[config.mk]
export PLATFORM = sky130hd
export DESIGN_NAME = ibex_wb_buffer
export DESIGN_NICKNAME = d
export VERILOG_FILES = /design/src/rtl/ibex_pkg.sv /design/src/rtl/ibex_wb_fwd_lookup.sv /design/src/rtl/ibex_wb_buffer.sv
export SDC_FILE = /design/constraint.sdc
export NUM_CORES = 1
export LEC_CHECK = 0
export CAP_MARGIN = 5
export CORE_MARGIN = 1.5
export CORE_UTILIZATION = 45
export CTS_CLUSTER_DIAMETER = 80
export DETAILED_ROUTE_END_ITERATION = 10
export PLACE_DENSITY = 0.8
export SYNTH_ARGS = -nofsm -noshare
export SYNTH_HDL_FRONTEND = slang
export SYNTH_SLANG_ARGS = --single-unit
[constraint.sdc]
create_clock -name clk_i -period 14.6 [get_ports clk_i]
set_input_delay 2.92 -clock clk_i [delete_from_list [all_inputs] [get_ports clk_i]]
set_output_delay 2.92 -clock clk_i [all_outputs]
set_load 0.02 [all_outputs]
[src/rtl/ibex_pkg.sv]
// ibex_pkg
// Shared types for the multi-entry writeback buffer.
//   wb_instr_type_e : class of an issued instruction (load / store / other)
//   wb_entry_t      : one buffered instruction, payload captured at push
//   fwd_src_t       : per-entry view consumed by the forwarding lookup
package ibex_pkg;

    typedef enum logic [1:0] {
        WB_INSTR_LOAD  = 2'd0,
        WB_INSTR_STORE = 2'd1,
        WB_INSTR_OTHER = 2'd2
    } wb_instr_type_e;

    // FP payload is stored at the widest supported FP width; narrower
    // configurations use the low bits only.
    localparam int WbFpDataMax = 64;

    typedef struct packed {
        wb_instr_type_e         instr_type;
        logic [31:0]            pc;
        logic [4:0]             waddr;
        logic [31:0]            wdata;
        logic [WbFpDataMax-1:0] fp_wdata;
        logic                   rf_we;
        logic                   fp_wen;
        logic                   fp_load;
        logic                   compressed;
        logic                   perf_count;
    } wb_entry_t;

    // active  : entry is valid and will write the integer RF
    // is_load : that write comes from the LSU (data not yet available)
    typedef struct packed {
        logic        active;
        logic        is_load;
        logic [4:0]  waddr;
        logic [31:0] wdata;
    } fwd_src_t;

endpackage

[src/rtl/ibex_wb_fwd_lookup.sv]
// ibex_wb_fwd_lookup
// Age-ordered priority match of one ID read port against the buffered
// integer writers.
//   srcs      in  Depth x fwd_src_t, index 0 = oldest, Depth-1 = youngest
//   raddr     in  5     read address of this port
//   fwd_valid out 1     youngest matching writer is a completed ALU result
//   fwd_data  out 32    that result (0 when fwd_valid is low)
//   hazard    out 1     youngest matching writer is a pending load
module ibex_wb_fwd_lookup
    import ibex_pkg::*;
#(
    parameter int Depth = 2
) (
    input  fwd_src_t [Depth-1:0] srcs,
    input  logic     [4:0]       raddr,
    output logic                 fwd_valid,
    output logic     [31:0]      fwd_data,
    output logic                 hazard
);

    logic        found;
    logic        found_load;
    logic [31:0] found_data;

    // Walking oldest to youngest and letting later hits overwrite earlier
    // ones is equivalent to taking the first hit of a youngest-first scan.
    // x0 is hardwired to zero and never matches.
    always_comb begin
        found      = 1'b0;
        found_load = 1'b0;
        found_data = '0;
        for (int k = 0; k < Depth; k++) begin
            if (srcs[k].active && (srcs[k].waddr == raddr) && (raddr != 5'd0)) begin
                found      = 1'b1;
                found_load = srcs[k].is_load;
                found_data = srcs[k].wdata;
            end
        end
    end

    assign fwd_valid = found & ~found_load;
    assign hazard    = found & found_load;
    assign fwd_data  = fwd_valid ? found_data : '0;

endmodule

[src/rtl/ibex_wb_buffer.sv]
// ibex_wb_buffer
// In-order writeback buffer between ID/EX and the integer and FP register
// files. Holds up to Depth issued instructions so ID/EX keeps issuing while
// loads/stores wait for the LSU; retires strictly from the head.
// Ports:
//   clk_i, rst_ni                       clock, async active-low reset
//   en_wb_i ... fp_load_i               instruction offered by ID/EX (push)
//   lsu_resp_*, rf_we_lsu_i, rf_wdata_lsu_i   LSU response for the head entry
//   rf_raddr_i                          ID read addresses, ports A/B
//   ready_wb_o                          offer accepted this cycle
//   outstanding_load/store_wb_o         any buffered load / store
//   pc_wb_o, instr_done_wb_o, perf_*    head retirement information
//   rf_waddr/we/wdata_wb_o              integer RF write port
//   fp_rf_wen/wdata_wb_o                FP RF write port
//   rf_fwd_valid/data_o, rf_hazard_o    per-port forwarding and load-use hazard
//   fp_rf_pending_o                     FP registers with a pending write
module ibex_wb_buffer
    import ibex_pkg::*;
#(
    parameter int Depth     = 2,
    parameter bit FpEnable  = 1'b1,
    parameter int FPU_WIDTH = 32
) (
    input  logic                  clk_i,
    input  logic                  rst_ni,

    input  logic                  en_wb_i,
    input  wb_instr_type_e        instr_type_wb_i,
    input  logic [31:0]           pc_id_i,
    input  logic                  instr_is_compressed_id_i,
    input  logic                  instr_perf_count_id_i,
    input  logic [4:0]            rf_waddr_id_i,
    input  logic [31:0]           rf_wdata_id_i,
    input  logic                  rf_we_id_i,
    input  logic                  fp_rf_wen_id_i,
    input  logic [FPU_WIDTH-1:0]  fp_rf_wdata_id_i,
    input  logic                  fp_load_i,

    input  logic                  lsu_resp_valid_i,
    input  logic                  lsu_resp_err_i,
    input  logic                  rf_we_lsu_i,
    input  logic [31:0]           rf_wdata_lsu_i,

    input  logic [1:0][4:0]       rf_raddr_i,

    output logic                  ready_wb_o,
    output logic                  outstanding_load_wb_o,
    output logic                  outstanding_store_wb_o,
    output logic [31:0]           pc_wb_o,
    output logic                  instr_done_wb_o,
    output logic                  perf_instr_ret_wb_o,
    output logic                  perf_instr_ret_compressed_wb_o,
    output logic [4:0]            rf_waddr_wb_o,
    output logic                  rf_we_wb_o,
    output logic [31:0]           rf_wdata_wb_o,
    output logic                  fp_rf_wen_wb_o,
    output logic [FPU_WIDTH-1:0]  fp_rf_wdata_wb_o,
    output logic [1:0]            rf_fwd_valid_o,
    output logic [1:0][31:0]      rf_fwd_data_o,
    output logic [1:0]            rf_hazard_o,
    output logic [31:0]           fp_rf_pending_o
);

    localparam int PtrW = (Depth > 1) ? $clog2(Depth) : 1;
    localparam int CntW = $clog2(Depth + 1);
    localparam logic [CntW-1:0] DepthCnt = CntW'(Depth);

    logic [PtrW-1:0]      head_ptr;
    logic [PtrW-1:0]      tail_ptr;
    logic [CntW-1:0]      count;
    wb_entry_t            entries [Depth];

    wb_entry_t            head;
    wb_entry_t            new_entry;
    logic                 head_valid;
    logic                 head_is_other;
    logic                 head_is_load;
    logic                 head_done;
    logic                 push;
    logic                 pop;

    logic                 int_we_alu;
    logic                 int_we_lsu;
    logic [63:0]          fp_lsu_boxed;
    logic                 unused_fp_bits;

    fwd_src_t [Depth-1:0] fwd_srcs;
    logic                 any_load;
    logic                 any_store;
    logic [31:0]          fp_pending;
    int                   slot;
    wb_entry_t            scan_entry;

    // Pointers wrap at Depth-1 so non-power-of-two depths work.
    function automatic logic [PtrW-1:0] ptr_inc(input logic [PtrW-1:0] p);
        return (p == PtrW'(Depth - 1)) ? '0 : p + PtrW'(1);
    endfunction

    assign head          = entries[head_ptr];
    assign head_valid    = (count != '0);
    assign head_is_other = (head.instr_type == WB_INSTR_OTHER);
    assign head_is_load  = (head.instr_type == WB_INSTR_LOAD);

    // A retiring head frees its slot in the same cycle, so a full buffer
    // can still accept a push alongside the pop.
    assign head_done  = head_valid & (head_is_other | lsu_resp_valid_i);
    assign ready_wb_o = (count < DepthCnt) | head_done;
    assign push       = en_wb_i & ready_wb_o;
    assign pop        = head_done;

    always_ff @(posedge clk_i or negedge rst_ni) begin
        if (!rst_ni) begin
            head_ptr <= '0;
            tail_ptr <= '0;
            count    <= '0;
        end else begin
            if (push) begin
                tail_ptr <= ptr_inc(tail_ptr);
            end
            if (pop) begin
                head_ptr <= ptr_inc(head_ptr);
            end
            unique case ({push, pop})
                2'b10:   count <= count + CntW'(1);
                2'b01:   count <= count - CntW'(1);
                default: count <= count;
            endcase
        end
    end

    always_comb begin
        new_entry            = '0;
        new_entry.instr_type = instr_type_wb_i;
        new_entry.pc         = pc_id_i;
        new_entry.waddr      = rf_waddr_id_i;
        new_entry.wdata      = rf_wdata_id_i;
        new_entry.fp_wdata   = WbFpDataMax'(fp_rf_wdata_id_i);
        new_entry.rf_we      = rf_we_id_i;
        new_entry.fp_wen     = FpEnable & fp_rf_wen_id_i;
        new_entry.fp_load    = fp_load_i;
        new_entry.compressed = instr_is_compressed_id_i;
        new_entry.perf_count = instr_perf_count_id_i;
    end

    // Payload storage is deliberately not reset; validity lives in count.
    always_ff @(posedge clk_i) begin
        if (push) begin
            entries[tail_ptr] <= new_entry;
        end
    end

    // Build an age-ordered view (0 = head/oldest) of the valid entries for
    // forwarding, outstanding flags and FP pending bits. Only registered
    // state is used, so an entry being pushed this cycle is invisible while
    // the entry being popped is still seen.
    always_comb begin
        fwd_srcs   = '0;
        any_load   = 1'b0;
        any_store  = 1'b0;
        fp_pending = '0;
        slot       = 0;
        scan_entry = '0;
        for (int k = 0; k < Depth; k++) begin
            slot = int'(head_ptr) + k;
            if (slot >= Depth) begin
                slot = slot - Depth;
            end
            scan_entry = entries[slot[PtrW-1:0]];
            if (k < int'(count)) begin
                if (scan_entry.instr_type == WB_INSTR_LOAD) begin
                    any_load = 1'b1;
                end
                if (scan_entry.instr_type == WB_INSTR_STORE) begin
                    any_store = 1'b1;
                end
                if (scan_entry.fp_wen ||
                    ((scan_entry.instr_type == WB_INSTR_LOAD) && scan_entry.fp_load)) begin
                    fp_pending[scan_entry.waddr] = 1'b1;
                end
                fwd_srcs[k].active  = scan_entry.rf_we ||
                                      ((scan_entry.instr_type == WB_INSTR_LOAD) && !scan_entry.fp_load);
                fwd_srcs[k].is_load = (scan_entry.instr_type == WB_INSTR_LOAD);
                fwd_srcs[k].waddr   = scan_entry.waddr;
                fwd_srcs[k].wdata   = scan_entry.wdata;
            end
        end
    end

    assign outstanding_load_wb_o  = any_load;
    assign outstanding_store_wb_o = any_store;
    assign fp_rf_pending_o        = FpEnable ? fp_pending : '0;

    for (genvar p = 0; p < 2; p++) begin : g_fwd
        ibex_wb_fwd_lookup #(
            .Depth (Depth)
        ) u_fwd_lookup (
            .srcs      (fwd_srcs),
            .raddr     (rf_raddr_i[p]),
            .fwd_valid (rf_fwd_valid_o[p]),
            .fwd_data  (rf_fwd_data_o[p]),
            .hazard    (rf_hazard_o[p])
        );
    end

    // 32-bit FP load data is NaN-boxed when the FP RF is wider.
    assign fp_lsu_boxed   = {32'hFFFF_FFFF, rf_wdata_lsu_i};
    assign unused_fp_bits = ^{fp_lsu_boxed, head.fp_wdata};

    assign int_we_alu = head_valid & head_is_other & head.rf_we;
    assign int_we_lsu = head_valid & head_is_load & rf_we_lsu_i & ~head.fp_load;

    always_comb begin
        rf_we_wb_o       = int_we_alu | int_we_lsu;
        rf_wdata_wb_o    = '0;
        fp_rf_wen_wb_o   = 1'b0;
        fp_rf_wdata_wb_o = '0;
        if (int_we_alu) begin
            rf_wdata_wb_o = head.wdata;
        end else if (int_we_lsu) begin
            rf_wdata_wb_o = rf_wdata_lsu_i;
        end
        if (FpEnable && head_valid) begin
            if (head_is_other && head.fp_wen) begin
                fp_rf_wen_wb_o   = 1'b1;
                fp_rf_wdata_wb_o = head.fp_wdata[FPU_WIDTH-1:0];
            end else if (head_is_load && rf_we_lsu_i && head.fp_load) begin
                fp_rf_wen_wb_o   = 1'b1;
                fp_rf_wdata_wb_o = fp_lsu_boxed[FPU_WIDTH-1:0];
            end
        end
    end

    assign pc_wb_o         = head_valid ? head.pc : '0;
    assign rf_waddr_wb_o   = head_valid ? head.waddr : '0;
    assign instr_done_wb_o = head_done;

    // A store/load that returns a bus error still retires but is not
    // counted as a successfully retired instruction.
    assign perf_instr_ret_wb_o = head_done & head.perf_count &
                                 ~(lsu_resp_valid_i & lsu_resp_err_i);
    assign perf_instr_ret_compressed_wb_o = perf_instr_ret_wb_o & head.compressed;

    a_resp_needs_mem_head: assert property (@(posedge clk_i) disable iff (!rst_ni)
        lsu_resp_valid_i |-> (head_valid && !head_is_other));

    a_int_fp_exclusive: assert property (@(posedge clk_i) disable iff (!rst_ni)
        !(rf_we_wb_o && fp_rf_wen_wb_o));

    a_single_int_write: assert property (@(posedge clk_i) disable iff (!rst_ni)
        $onehot0({int_we_alu, int_we_lsu}));

    a_count_range: assert property (@(posedge clk_i) disable iff (!rst_ni)
        count <= DepthCnt);

endmodule

==> run_results.csv <==
group,metric,value,unit
timing,final_period_minus_worst_setup_slack,9.54,ns
drt,finalWirelength,41.8,mm
finish,mostFrequentLayoutCells,"clkdlybuf4s50_1 (364), edfxtp_1 (216), nor2_1 (125)",
synth,yosysTopAreaCellShare,51.9,%
power_and_ir_drop,switching_share,42.6,%
clocking,numClockSinks,220,
setup_path,worstSetupStartpointType,"primary input",
finish,finalNonFillerCells,1838,
drt,drt_first_iter_violations,1328,
worst_hold_path,worstHoldPathType,"reg -> reg",
synth,post_synth_and_or_nand_nor_area_fraction,13.9,%
clocking,ctsHoldBuffers,0,
synth,synthesis.area_per_instance,10.8,um2
power_and_ir_drop,power_frac_comb,54.5,%
global_route,vias_in_the_first_global_route,10800,
timing,totalNegativeSetupSlack,0,ns
global_route,grt-ovfl-total,0,
placement,portBuffers,364,
synth,synthTopCellsByArea,"edfxtp_1 (52%), mux2i_1 (6.1%), a22oi_1 (5.8%), nor2_1 (3.8%), mux2_2 (3.4%)",
timing,slew-limit-headroom,25.4,%
drt,remaining_drc_errors,0,
timing,timing.final.crit_share,65.4,%
die,floorplan.die.width,170,um
die,fp_rows,60,
setup_path,critical-path-top-cell-by-count,"clkdlybuf4s50_1",
drt,ant_nets,0,
global_route,grt_antenna_before_repair,0,
setup_path,regToRegSetupSlack,9.39,ns
drt,drt_pass1_iterations,6,
clocking,clockRootBuffer,"clkbuf_16",
setup_path,worst_setup_path_end_kind,"output pin",
power_and_ir_drop,powerDensity,206,nW/um2
global_route,grt_use_total,28.2,%
synth,fraction_of_synthesized_cell_area_in_xor_and_xnor_cells,0.911,%
synth,number_of_enable_flip_flop_cells_after_synthesis,216,
setup_path,required_time_reported_for_the_critical_path_endpoint,11.68,ns
synth,syn-num-nets,1320,
clocking,tritoncts,"built",
global_route,first_pass_grt_wire_length,63.0,mm
clocking,cts_buffer_depth,3,
setup_path,cp_slowest_stage_delay,0.88,ns
synth,complex_gate_fraction_of_the_synthesized_area,17.3,%
synth,async_set_reset_flop_share_out_of_synthesis,1.82,%
timing,worst-slew-pin-transition,1.12,ns
finish,area_delta_synth_final,36.8,%
timing,timing.final.setup_violations,0,
clocking,numCtsBuffers,24,
clocking,clk_pin_slew_worst_paths,0.06,ns
clocking,clock_latency,0.51,ns
synth,synth_largest_area_cell,"edfxtp_1",
power_and_ir_drop,power_leakage,5.66,nW
synth,synth_cell_type_count,57,
synth,synth_top_family_by_area,"compound AO/OA/AOI/OAI gates",
finish,layout_commonest_cell,"clkdlybuf4s50_1",
finish,drive_above_1_share,7.84,%
placement,placed_cells,1796,
die,io-pin-count,365,
placement,hpwl_after_dpl,28.4,mm
synth,syn-cell-area,12500,um2
synth,synth_warnings,0,
setup_path,cp_num_buf_inv,3,
die,chipHeight,170,um
setup_path,critical_path.cell_chain,"clkdlybuf4s50_1, nor2_1, nor4b_1, or3_4, nor4_4, buf_4, a21oi_1, a22oi_1, clkdlybuf4s50_1",
setup_path,critical-path-slowest-cell,"nor4_4",
setup_path,crit_path_max_fanout,46,
timing,finalHoldWorstSlack,0.517,ns
clocking,cts_resized,0,
timing,fin_worst_skew,0.0162,ns
power_and_ir_drop,vdd_drop_max,0.152,mV
run_status,status,"finished clean",
job,timing.max_cap.violations,0,
setup_path,crit_family,"buffers and inverters",
clocking,htree_levels,1,
timing,rsz0062_at_grt,"no",
synth,fraction_of_the_yosys_area_taken_by_sequential_cells,52.7,%
timing,drv_slew,0,
setup_path,setup.worst_path.class,"in -> out",
synth,synth-adder-area-share,0.400,%
global_route,grt_start_max_net_pins,84,
finish,final_nets,1610,
synth,netlist_instances,1160,
synth,synth_seq_cells,220,
die,die_area,28800,um2
power_and_ir_drop,internal_power,2.03,mW
synth,postSynth.topFlopCell,"edfxtp_1",
power_and_ir_drop,power.net_switching,1.50,mW
power_and_ir_drop,clockPowerShare,17.4,%
drt,num_vias,11400,
drt,post_drt_wl_per_cell,22.7,um
finish,diodes,0,
die,design.core.area,27100,um2
die,initial_core_util,46.1,%
clocking,cts_post_setup_buffers_inserted,0,
placement,routability_congestion_estimate,0.932,
drt,avgViaCountPerCell,6.21,
synth,synthMuxAreaShare,10.2,%
setup_path,worstPathArrival,6.62,ns
timing,timing_hold_violations_final,0,
timing,fmax,105,MHz
power_and_ir_drop,p_seq_share,28.1,%
==> cells by family (layout without fill, tap and decap cells) <==
group | count (synthesis) | count (layout)
AO/OA/AOI/OAI | 330 | 330
multiplexers | 119 | 119
flip-flops | 220 | 220
AND/OR/NAND/NOR | 349 | 349
adder cells (fa/ha/maj) | 4 | 4
XOR/XNOR | 13 | 13
buffers and inverters | 125 | 431
==> layout make-up <==
class	count	area, um2
clock buffers	29	641
clock inverters	13	160
fillers	2140	10000
inverters	6	22.5
multi-input cells	815	5440
flip-flops and latches	220	6590
well taps	372	465
repair buffers	383	3790
==> registers in the layout (all words and copies together), names as in the netlist <==
name	cells
tail_ptr	1
entries	216
head_ptr	1
count	2
==> power groups by stage <==
| stage | logic [mW] | registers, mW | clock network, mW |
|---|---|---|---|
| 2_1_floorplan | 1.17 | 0.953 | 0 |
| 3_3_place_gp | 1.89 | 0.996 | 0 |
| 3_5_place_dp | 1.91 | 1.01 | 0 |
| 4_1_cts | 1.92 | 0.993 | 0.627 |
| 5_1_grt | 2.04 | 1.01 | 0.651 |
| 6_report | 1.92 | 0.993 | 0.614 |
==> cells in the mapped netlist (all sizes together) (2+ instances only) <==
cell type and count:
o21a 2, nand4 68, o21ai 17, xor2 3, nor4 4, nand3 78, nor3b 5, inv 5
buf 59, a21oi 72, and2 3, a31oi 65, nor2 127, mux2 39, dfrtp 4, clkbuf 60
edfxtp 216, nand2 28, mux2i 80, a32oi 2, nor4b 2, nor3 5, o22ai 31, a211oi 33
nand2b 6, and3 3, xnor2 10, ha 4, a221oi 3, nor2b 5, a22oi 96, a41o 2
or3 10
==> stage by stage <==
stage | utilization [%] | total power [mW] | setup WS [ns] | instance area [um2]
2_1_floorplan | - | 2.13 | 5.59 | 12500
3_3_place_gp | 60.1 | 2.88 | 5.25 | 16300
3_5_place_dp | 60.1 | 2.91 | 5.15 | 16300
4_1_cts | 63.1 | 3.54 | 5.13 | 17100
5_1_grt | 63.1 | 3.71 | 4.84 | 17100
6_report | 63.1 | 3.53 | 5.06 | 17100
==> worst paths after layout <==
path / startpoint / to / cells past startpoint
worst max-delay path: rf_raddr_i[7] / rf_fwd_data_o[40] / 9
max in group asynchronous: rst_ni / head_ptr / 1
worst max register to register: head_ptr / entries[1][74] / 6
worst min-delay path: count[0] / count[0] / 1
worst min register to register: count[0] / count[0] / 1
min in group asynchronous: rst_ni / head_ptr / 1
==> routing by layer <==
| layer | vias up | wire length (um) | GRT usage [%] |
|---|---|---|---|
| met5 | - | 0 | 0 |
| met4 | 0 | 1310 | 8.58 |
| met3 | 86 | 4340 | 7.63 |
| met2 | 651 | 19900 | 47.6 |
| met1 | 5512 | 16200 | 35.4 |
| li1 | 5161 | - | - |
Note: power is estimated with default switching activity, not from simulation.
